**config.mk**
```make
export PLATFORM = sky130hd
export DESIGN_NAME = spi_ram_flat
export DESIGN_NICKNAME = d
export VERILOG_FILES = /design/src/rtl/spi_ram_pkg.sv /design/src/rtl/spi_ram_if.sv /design/src/rtl/spi_ram_mem.sv /design/src/rtl/spi_ram.sv /design/src/flat_wrapper.sv
export SDC_FILE = /design/constraint.sdc
export NUM_CORES = 2
export LEC_CHECK = 0
export BUFFER_PORTS_ARGS = -buffer_cell sky130_fd_sc_hd__buf_2
export CORE_MARGIN = 8
export CORE_UTILIZATION = 45
export DETAILED_ROUTE_END_ITERATION = 6
export SYNTH_ARGS = -nofsm -noshare
export SYNTH_HDL_FRONTEND = slang
export SYNTH_HIERARCHICAL = 1
export SYNTH_SLANG_ARGS = --single-unit
```
**constraint.sdc**
```tcl
create_clock -name clk -period 3.3 [get_ports clk]
set_input_delay 0.165 -clock clk [delete_from_list [all_inputs] [get_ports clk]]
set_output_delay 0.165 -clock clk [all_outputs]
set_load 0.01 [all_outputs]
```
**src/rtl/spi_ram_pkg.sv**
```systemverilog
// rtl/spi_ram_pkg.sv - opcodes and hold-FSM encodings shared by spi_ram files
package spi_ram_pkg;

  localparam logic [1:0] CMD_WR_ADDR = 2'b00;
  localparam logic [1:0] CMD_WR_DATA = 2'b01;
  localparam logic [1:0] CMD_RD_ADDR = 2'b10;
  localparam logic [1:0] CMD_RD_DATA = 2'b11;

  typedef enum logic {
    ST_IDLE = 1'b0,
    ST_SEND = 1'b1
  } hold_state_e;

endpackage

```
**src/rtl/spi_ram_if.sv**
```systemverilog
// rtl/spi_ram_if.sv - command/response bus between the SPI slave and spi_ram
interface spi_ram_if;

  logic [9:0] rx_data;
  logic       rx_valid;
  logic [7:0] tx_data;
  logic       tx_valid;
  logic       rd_err;

  modport master (
    output rx_data, rx_valid,
    input  tx_data, tx_valid, rd_err
  );

  modport slave (
    input  rx_data, rx_valid,
    output tx_data, tx_valid, rd_err
  );

endinterface

```
**src/rtl/spi_ram_mem.sv**
```systemverilog
// rtl/spi_ram_mem.sv - single-port byte storage, synchronous write, registered read
module spi_ram_mem #(
  parameter int DEPTH = 256,
  parameter int AW    = 8
) (
  input  logic          clk,
  input  logic          rst_n,
  input  logic          we,
  input  logic          re,
  input  logic [AW-1:0] addr,
  input  logic [7:0]    wdata,
  output logic [7:0]    rdata
);

  logic [7:0] mem [DEPTH];

  // Storage is deliberately left out of reset so contents survive it.
  always_ff @(posedge clk) begin
    if (we) begin
      mem[addr] <= wdata;
    end
  end

  always_ff @(posedge clk) begin
    if (!rst_n) begin
      rdata <= 8'h00;
    end else if (re) begin
      rdata <= mem[addr];
    end
  end

endmodule

```
**src/rtl/spi_ram.sv**
```systemverilog
// rtl/spi_ram.sv - command decoder, address pointers and tx hold FSM for SPI RAM
module spi_ram
  import spi_ram_pkg::*;
#(
  parameter int MEM_DEPTH = 256,
  parameter int ADDR_SIZE = 8,
  parameter int AUTO_INC  = 0,
  parameter int TX_HOLD   = 9
) (
  input logic      clk,
  input logic      rst_n,
  spi_ram_if.slave bus
);

  localparam logic [3:0] HOLD_LOAD = 4'(TX_HOLD);

  logic                 rx_prev;
  logic                 fire;
  logic                 wr_fire;
  logic                 rd_fire;
  logic [1:0]           opcode;
  logic [7:0]           payload;
  logic [ADDR_SIZE-1:0] wr_addr;
  logic [ADDR_SIZE-1:0] rd_addr;
  logic [ADDR_SIZE-1:0] mem_addr;
  logic                 rd_armed;
  logic                 rd_err_q;
  hold_state_e          state;
  logic [3:0]           cnt;
  logic                 tx_valid_q;
  logic [7:0]           tx_data_q;

  assign opcode  = bus.rx_data[9:8];
  assign payload = bus.rx_data[7:0];
  assign fire    = bus.rx_valid & ~rx_prev;
  assign wr_fire = fire && (opcode == CMD_WR_DATA);
  assign rd_fire = fire && (opcode == CMD_RD_DATA);

  always_ff @(posedge clk) begin
    if (!rst_n) begin
      rx_prev <= 1'b0;
    end else begin
      rx_prev <= bus.rx_valid;
    end
  end

  always_ff @(posedge clk) begin
    if (!rst_n) begin
      wr_addr  <= '0;
      rd_addr  <= '0;
      rd_armed <= 1'b0;
      rd_err_q <= 1'b0;
    end else if (fire) begin
      case (opcode)
        CMD_WR_ADDR: wr_addr <= payload[ADDR_SIZE-1:0];
        CMD_WR_DATA: begin
          if (AUTO_INC != 0) wr_addr <= wr_addr + 1'b1;
        end
        CMD_RD_ADDR: begin
          rd_addr  <= payload[ADDR_SIZE-1:0];
          rd_armed <= 1'b1;
        end
        default: begin
          if (!rd_armed) rd_err_q <= 1'b1;
          if (AUTO_INC != 0) rd_addr <= rd_addr + 1'b1;
        end
      endcase
    end
  end

  // One command per edge, so the single port is shared by address mux.
  assign mem_addr = rd_fire ? rd_addr : wr_addr;

  spi_ram_mem #(
    .DEPTH (MEM_DEPTH),
    .AW    (ADDR_SIZE)
  ) u_mem (
    .clk   (clk),
    .rst_n (rst_n),
    .we    (wr_fire),
    .re    (rd_fire),
    .addr  (mem_addr),
    .wdata (payload),
    .rdata (tx_data_q)
  );

  // A read in SEND reloads the counter so tx_valid never drops between reads.
  always_ff @(posedge clk) begin
    if (!rst_n) begin
      state      <= ST_IDLE;
      cnt        <= 4'd0;
      tx_valid_q <= 1'b0;
    end else if (rd_fire) begin
      state      <= ST_SEND;
      cnt        <= HOLD_LOAD;
      tx_valid_q <= 1'b1;
    end else begin
      case (state)
        ST_SEND: begin
          if (cnt == 4'd1) begin
            state      <= ST_IDLE;
            cnt        <= 4'd0;
            tx_valid_q <= 1'b0;
          end else begin
            cnt <= cnt - 4'd1;
          end
        end
        default: tx_valid_q <= 1'b0;
      endcase
    end
  end

  assign bus.tx_data  = tx_data_q;
  assign bus.tx_valid = tx_valid_q;
  assign bus.rd_err   = rd_err_q;

endmodule
```
**src/flat_wrapper.sv**
```systemverilog
// flat-port wrapper written by rule: the top's interface ports become plain ports
module spi_ram_flat import spi_ram_pkg::*;
#(
  parameter int MEM_DEPTH = 256,
  parameter int ADDR_SIZE = 8,
  parameter int AUTO_INC  = 0,
  parameter int TX_HOLD   = 9
)
  (clk, rst_n, bus_rx_data, bus_rx_valid, bus_tx_data, bus_tx_valid, bus_rd_err);
  spi_ram_if bus_i ();
  input logic clk;
  input logic rst_n;
  input wire logic [$bits(bus_i.rx_data)-1:0] bus_rx_data;
  input wire logic [$bits(bus_i.rx_valid)-1:0] bus_rx_valid;
  output wire logic [$bits(bus_i.tx_data)-1:0] bus_tx_data;
  output wire logic [$bits(bus_i.tx_valid)-1:0] bus_tx_valid;
  output wire logic [$bits(bus_i.rd_err)-1:0] bus_rd_err;
  assign bus_i.rx_data = bus_rx_data;
  assign bus_i.rx_valid = bus_rx_valid;
  assign bus_tx_data = bus_i.tx_data;
  assign bus_tx_valid = bus_i.tx_valid;
  assign bus_rd_err = bus_i.rd_err;
  spi_ram #(.MEM_DEPTH(MEM_DEPTH), .ADDR_SIZE(ADDR_SIZE), .AUTO_INC(AUTO_INC), .TX_HOLD(TX_HOLD)) u_core (.clk(clk), .rst_n(rst_n), .bus(bus_i));
endmodule
```
* Yosys cells after proc, flatten, opt, wreduce, memory -nomap -nowiden
Memory sizes are Yosys's and may differ from the RTL's. A register that Yosys moved wholly into a read port is not among the register bits. Index checks and enable logic that the tools add are counted.
Word-level totals: flip-flop bits (word level) 25, RAM bits 2048, input bits 13, memories kept 1
Operators by class: add/sub/neg operators 1, eq/ne operators 5, multiplexer cells 12, bitwise operators 5, reductions and logical operators 10
Memories:
- u_core.u_mem.mem | words 256, bits a word 8, read ports 1, clocked after Yosys merged registers in 1, wr ports 1, line spi_ram_mem.sv:15 | logic [7:0] mem [DEPTH];
Operator list (number):
- 4-bit 2-to-1 mux | 3
- 1-bit 2-to-1 mux | 8
- 8-bit 2-to-1 mux | 1
- 2-bit equality test, second input constant | 2
- 4-bit by 1-bit equality test with 1-bit output, second input constant | 1
- 1-bit NOT | 4
- 2-bit AND reduction | 2
- 4-bit by 1-bit subtractor with 4-bit output, second input constant | 1
- 3-bit by 2-bit != test with 1-bit output, second input constant | 1
- 3-bit AND reduction | 1
- 3-bit OR reduction | 1
- 2-bit by 1-bit equality test with 1-bit output, second input constant | 1
- 1-bit logical AND | 2
- 2-bit logical NOT | 1
- 2-bit nonzero test | 1
- 2-bit OR reduction | 1
- 1-bit bitwise AND | 1
- 1-bit logical NOT | 1

* Logic depth before layout (Yosys ltp)
depth in word-level cells 5, gate-level depth with buffers 14, mapped depth without buffers 9

* By module
Netlist, hierarchy kept.
Modules (own cells, without submodules):
- spi_ram_mem | instances 1, cells an instance 3672, area each 79236.0 µm²
- spi_ram | instances 1, cells an instance 114, area each 1071.0 µm²

* Worst setup path before layout
OpenSTA, ideal clock, no wires.
path type reg2reg, from reg u_core.rx_prev, to mem u_core.u_mem.mem[168][0] (enable), setup time 0.383 ns, arrival 2.998 ns, slack -0.082 ns, cell stages (with the launch flop) 11, clock period less this slack 3.382 ns, cell sequence dfxtp_1 nand4b_1 buf_2 mux2_2 buf_2 buf_2 buf_2 nor2b_1 nand3_1 clkbuf_1 nor3_1
Between the ends: elaborated cells on any way between the ends 7
RTL lines:
- start: declaration | line spi_ram.sv:17 | logic rx_prev;
- start signal: assignment | line spi_ram.sv:43 | rx_prev <= bus.rx_valid;
- 1-bit NOT | line spi_ram.sv:35 | assign fire = bus.rx_valid & ~rx_prev;
- 1-bit bitwise AND | line spi_ram.sv:35
- 1-bit logical AND | line spi_ram.sv:37 | assign rd_fire = fire && (opcode == CMD_RD_DATA);
- 8-bit 2-to-1 mux | line spi_ram.sv:72 | assign mem_addr = rd_fire ? rd_addr : wr_addr;
- via u_core.mem_addr[5] | line spi_ram.sv:25 | logic [ADDR_SIZE-1:0] mem_addr;
- end: declaration | line spi_ram_mem.sv:15
The timed path passes the listed nets, and every way through them passes these cells.

* Worst setup path in the final report
from reg u_core.rx_prev, to reg u_core.u_mem.rdata[3], read port of u_core.u_mem.mem
Between the ends: word-level cells in the longest chain between the ends 4
RTL lines:
- 1-bit NOT | line spi_ram.sv:35
- 1-bit bitwise AND | line spi_ram.sv:35
- 1-bit logical AND | line spi_ram.sv:37
- 8-bit 2-to-1 mux | line spi_ram.sv:72
- via u_core.mem_addr[3] | line spi_ram.sv:25
- end: declaration | line spi_ram_mem.sv:12 | output logic [7:0] rdata
The timed path passes the listed nets, and every way through them passes these cells. A chain may end at the register's enable or synchronous reset.

==> flow_summary_export.csv <==
group,metric,value,unit
status,status,"complete, but fails checks",
status,failed_checks,"setup timing",
cells_and_area,syn2layout_area_growth,20.8,%
cells_and_area,n_fill_cell,13500,
hold_path,hold_class,"in2reg",
floorplanning,die_h,438,µm
route,drtIter0Drc,5139,
power,peakVddDrop,0.000490,V
cells_and_area,final_core_utilization,0.545,
route,antenna_left,0,
global_routing,grt_pass1_wl,304000,µm
synth,synth.yosys.warnings,6,
synth,synth_top_area_cell,"edfxtp_1",
timing,slew_viol_final,0,
synth,synth_fp_nets,3801,
cells_and_area,nNetsFinal,4602,
setup_path,end_kind,"flip-flop",
setup_path,cp_common_cell,"buf_4",
power,powerDensity,557,nW/µm²
floorplanning,die_w,438,µm
placement,dp_hpwl,138000,µm
synth,synth_cells,3786,
cells_and_area,drive_gt1_frac,0.367,
power,leakagePower,30.7,nW
placement,dp.cells,6650,
floorplanning,coreArea,178000,µm²
synth,synth_area,80300,µm²
route,via_per_inst,5.90,
setup_path,worstPathMaxFanout,10,
cts,cts.sinks,2081,
timing,period_needed,3.36,ns
setup_path,crit_type,"reg2reg",
timing,fmax,0.297,GHz
timing,finClkSkew,0.0398,ns
floorplanning,rows,155,
timing,slew_headroom,0.305,
cts,cts-buffers-inserted,204,
global_routing,grt-ovfl-total,0,
power,p_total,0.0540,W
setup_path,worstPathArrival,4.14,ns
setup_path,crit_required,4.08,ns
global_routing,antenna_found_initial,3,
floorplanning,ios,23,
route,detail_route.wl_per_cell,29.9,µm
timing,fin_ws,-0.0623,ns
route,drc_errors,0,
timing,tightest_slew,1.04,ns
placement,pre_cts_ws,-0.637,ns
cts,clk_path_buf_depth,3,
route,dr.pass1.iters,5,
synth,synth_edf_count,2048,
global_routing,grt_pass1_vias,42100,
setup_path,slowest_stage,"mux2_8",
cells_and_area,instances_no_fill,7107,
synth,synthTopCellsByArea,"edfxtp_1 77%, mux4_2 13%, nor2_1 1.2%",
floorplanning,die_area,192000,µm²
synth,synth_top_flop_cell,"edfxtp_1",
cts,clock_latency,0.85,ns
cts,clk_pin_slew,0.06,ns
setup_path,start_kind,"flip-flop",
global_routing,track_usage,0.218,
synth,synth_top_area_share,0.766,
synth,synth_async_sr_flop_share,0,
synth,ys_types,61,
timing,final_hold_viol_count,0,
synth,synth-seq-area-share,0.774,
setup_path,slowest_delay,0.39,ns
setup_path,cp_cell_sequence,"nand4b_1 -> buf_6 -> buf_8 -> mux2_8 -> buf_4 -> inv_1 -> buf_12 -> nand2_1 -> buf_4 -> o22ai_1 -> buf_4 -> nor4_2 -> buf_4 -> nor2_1 -> a211o_1 -> a31oi_1",
placement,port_buffers,22,
floorplanning,initial_utilization,0.452,
cts,cts-htree-levels,4,
timing,finalCritPeriodShare,1.02,
route,vias,41900,
placement,gp_congestion,0.898,
cells_and_area,multi_input_area,17700,µm²
timing,rsz0062_at_grt,"yes",
cts,cts_root_buf,"clkbuf_16",
synth,ys_ff_latch,2081,
cells_and_area,register_area,62200,µm²
timing,finalSetupViolCount,7,
route,routed_wl,213000,µm
run,drv_cap,0,
cts,cts_tree,"yes",
global_routing,grt_max_degree,125,
synth,syn_area_per_cell,21.2,µm²
## report_power, final
group,leakage (nW),switching [W],internal (W),total (W)
logic,8.82,0.00133,0.000850,0.00218
registers,18.7,0.0000295,0.0290,0.0291
clock network,3.18,0.00985,0.0129,0.0228
## cell type report
cell class | count | share of cell area
Inverter | 10 | 0.000387
Sequential cell | 2081 | 0.641
Clock buffer | 258 | 0.0557
Tap cell | 2355 | 0.0304
Timing Repair Buffer | 825 | 0.0787
Antenna cell | 1 | 0.0000258
Clock inverter | 112 | 0.0118
Multi-Input combinational cell | 1465 | 0.182
## cells in the final DEF (no fill, tap or decap), types with 32 or more instances in the layout
| master | instances |
|---|---|
| a22oi_1 | 50 |
| buf_12 | 67 |
| buf_4 | 681 |
| clkbuf_1 | 48 |
| clkbuf_16 | 208 |
| clkinv_1 | 49 |
| dfxtp_1 | 32 |
| edfxtp_1 | 2048 |
| mux2i_1 | 59 |
| mux4_2 | 481 |
| nand2_1 | 69 |
| nand3_1 | 49 |
| nor2_1 | 247 |
| nor3_1 | 57 |
| o21ai_0 | 38 |
| o22ai_1 | 83 |
## routing by layer
metal  track usage  part of all wire  vias to the layer above
li1              -                 -                    17500
met1         0.302              0.41                    22300
met2         0.352              0.48                     1744
met3        0.0379             0.072                      385
met4        0.0788             0.040                        4
met5             0           0.00011                        -
## cell families (layout without fill, tap and decap cells)
group,count (synthesis),count (layout),share of synthesized area
adder cells (fa/ha/maj),2,2,0.000312
XOR/XNOR,1,1,0.000109
AND/OR/NAND/NOR,520,520,0.0293
buffers and inverters,243,1205,0.0165
flip-flops,2081,2081,0.774
AO/OA/AOI/OAI,362,362,0.0313
multiplexers,577,580,0.148
other,0,1,0
## worst paths after layout
| check | startpoint | cells after the start | slack, ns | to |
|---|---|---|---|---|
| worst max-delay path | u_core/rx_prev$_SDFF_PN0_ | 16 | -0.06 | u_core/u_mem/rdata[3]$_SDFFE_PN0P_ |
| worst min-delay path | bus_rx_data[7] | 1 | 0.02 | u_core/u_mem/mem[97][7]$_DFFE_PP_ |
| worst max register to register | u_core/rx_prev$_SDFF_PN0_ | 16 | -0.06 | u_core/u_mem/rdata[3]$_SDFFE_PN0P_ |
| worst min register to register | u_core/rd_armed$_SDFFE_PN0P_ | 1 | 0.45 | u_core/bus.rd_err$_SDFFE_PN0P_ |
## Yosys cell counts, types with 4 or more instances
cell type and n:
edfxtp_1 2048, mux4_2 481, nor2_1 253, clkbuf_1 103
o22ai_1 96, a22oi_1 78, nand2_1 71, nor3_1 65
mux2i_1 63, buf_2 61, nand3_1 51, o21ai_0 44
dfxtp_1 33, buf_4 29, mux2_2 27, buf_6 26
a21oi_1 24, o221ai_1 17, a211oi_1 15, a22o_1 14
nor4_1 14, a221oi_1 12, buf_1 12, nand4_1 11
a31oi_1 10, inv_1 10, nor2b_1 10, nand2b_1 9
o2111ai_1 9, o21ai_1 8, o21ai_2 8, and2_1 7
o22a_1 7, mux4_1 6, or2_2 6, a211o_1 4
and3_1 4
## flip-flops by register name, indices dropped and copies added, names as in the netlist
name	cells
u_core/wr_addr	8
u_core/u_mem/mem	2048
u_core/cnt	4
u_core/bus.tx_valid	1
u_core/u_mem/rdata	8
u_core/rd_armed	1
u_core/rx_prev	1
u_core/bus.rd_err	1
u_core/rd_addr	8
u_core/state	1
## metrics by stage
step	area, µm²	hold WS (ns)	setup TNS, ns
5_1_grt	97000	0.0447	-0.587
3_5_place_dp	88500	0.438	-3.46
2_1_floorplan	80300	0.264	-13.63
6_report	97000	0.0239	-0.298
4_1_cts	96600	0.00807	-0.159
3_3_place_gp	88500	0.429	-3.62
## critical path: cells and delay by family (launching register included)
| family | cells | cell delay, ns |
|---|---|---|
| flip-flops | 1 | 0.32 |
| buffers and inverters | 8 | 1.27 |
| AND/OR/NAND/NOR | 4 | 0.59 |
| AO/OA/AOI/OAI | 3 | 0.68 |
| multiplexers | 1 | 0.39 |
## repair_timing
item,4_1_cts,5_1_grt
gates cloned,12,1
hold buffers,9,0
setup endpoints to repair,8,170
buffers inserted,46,24
gates resized for setup,153,43
pin swaps,43,22
hold endpoints to repair,299,0
(Power assumes the default switching activity.)
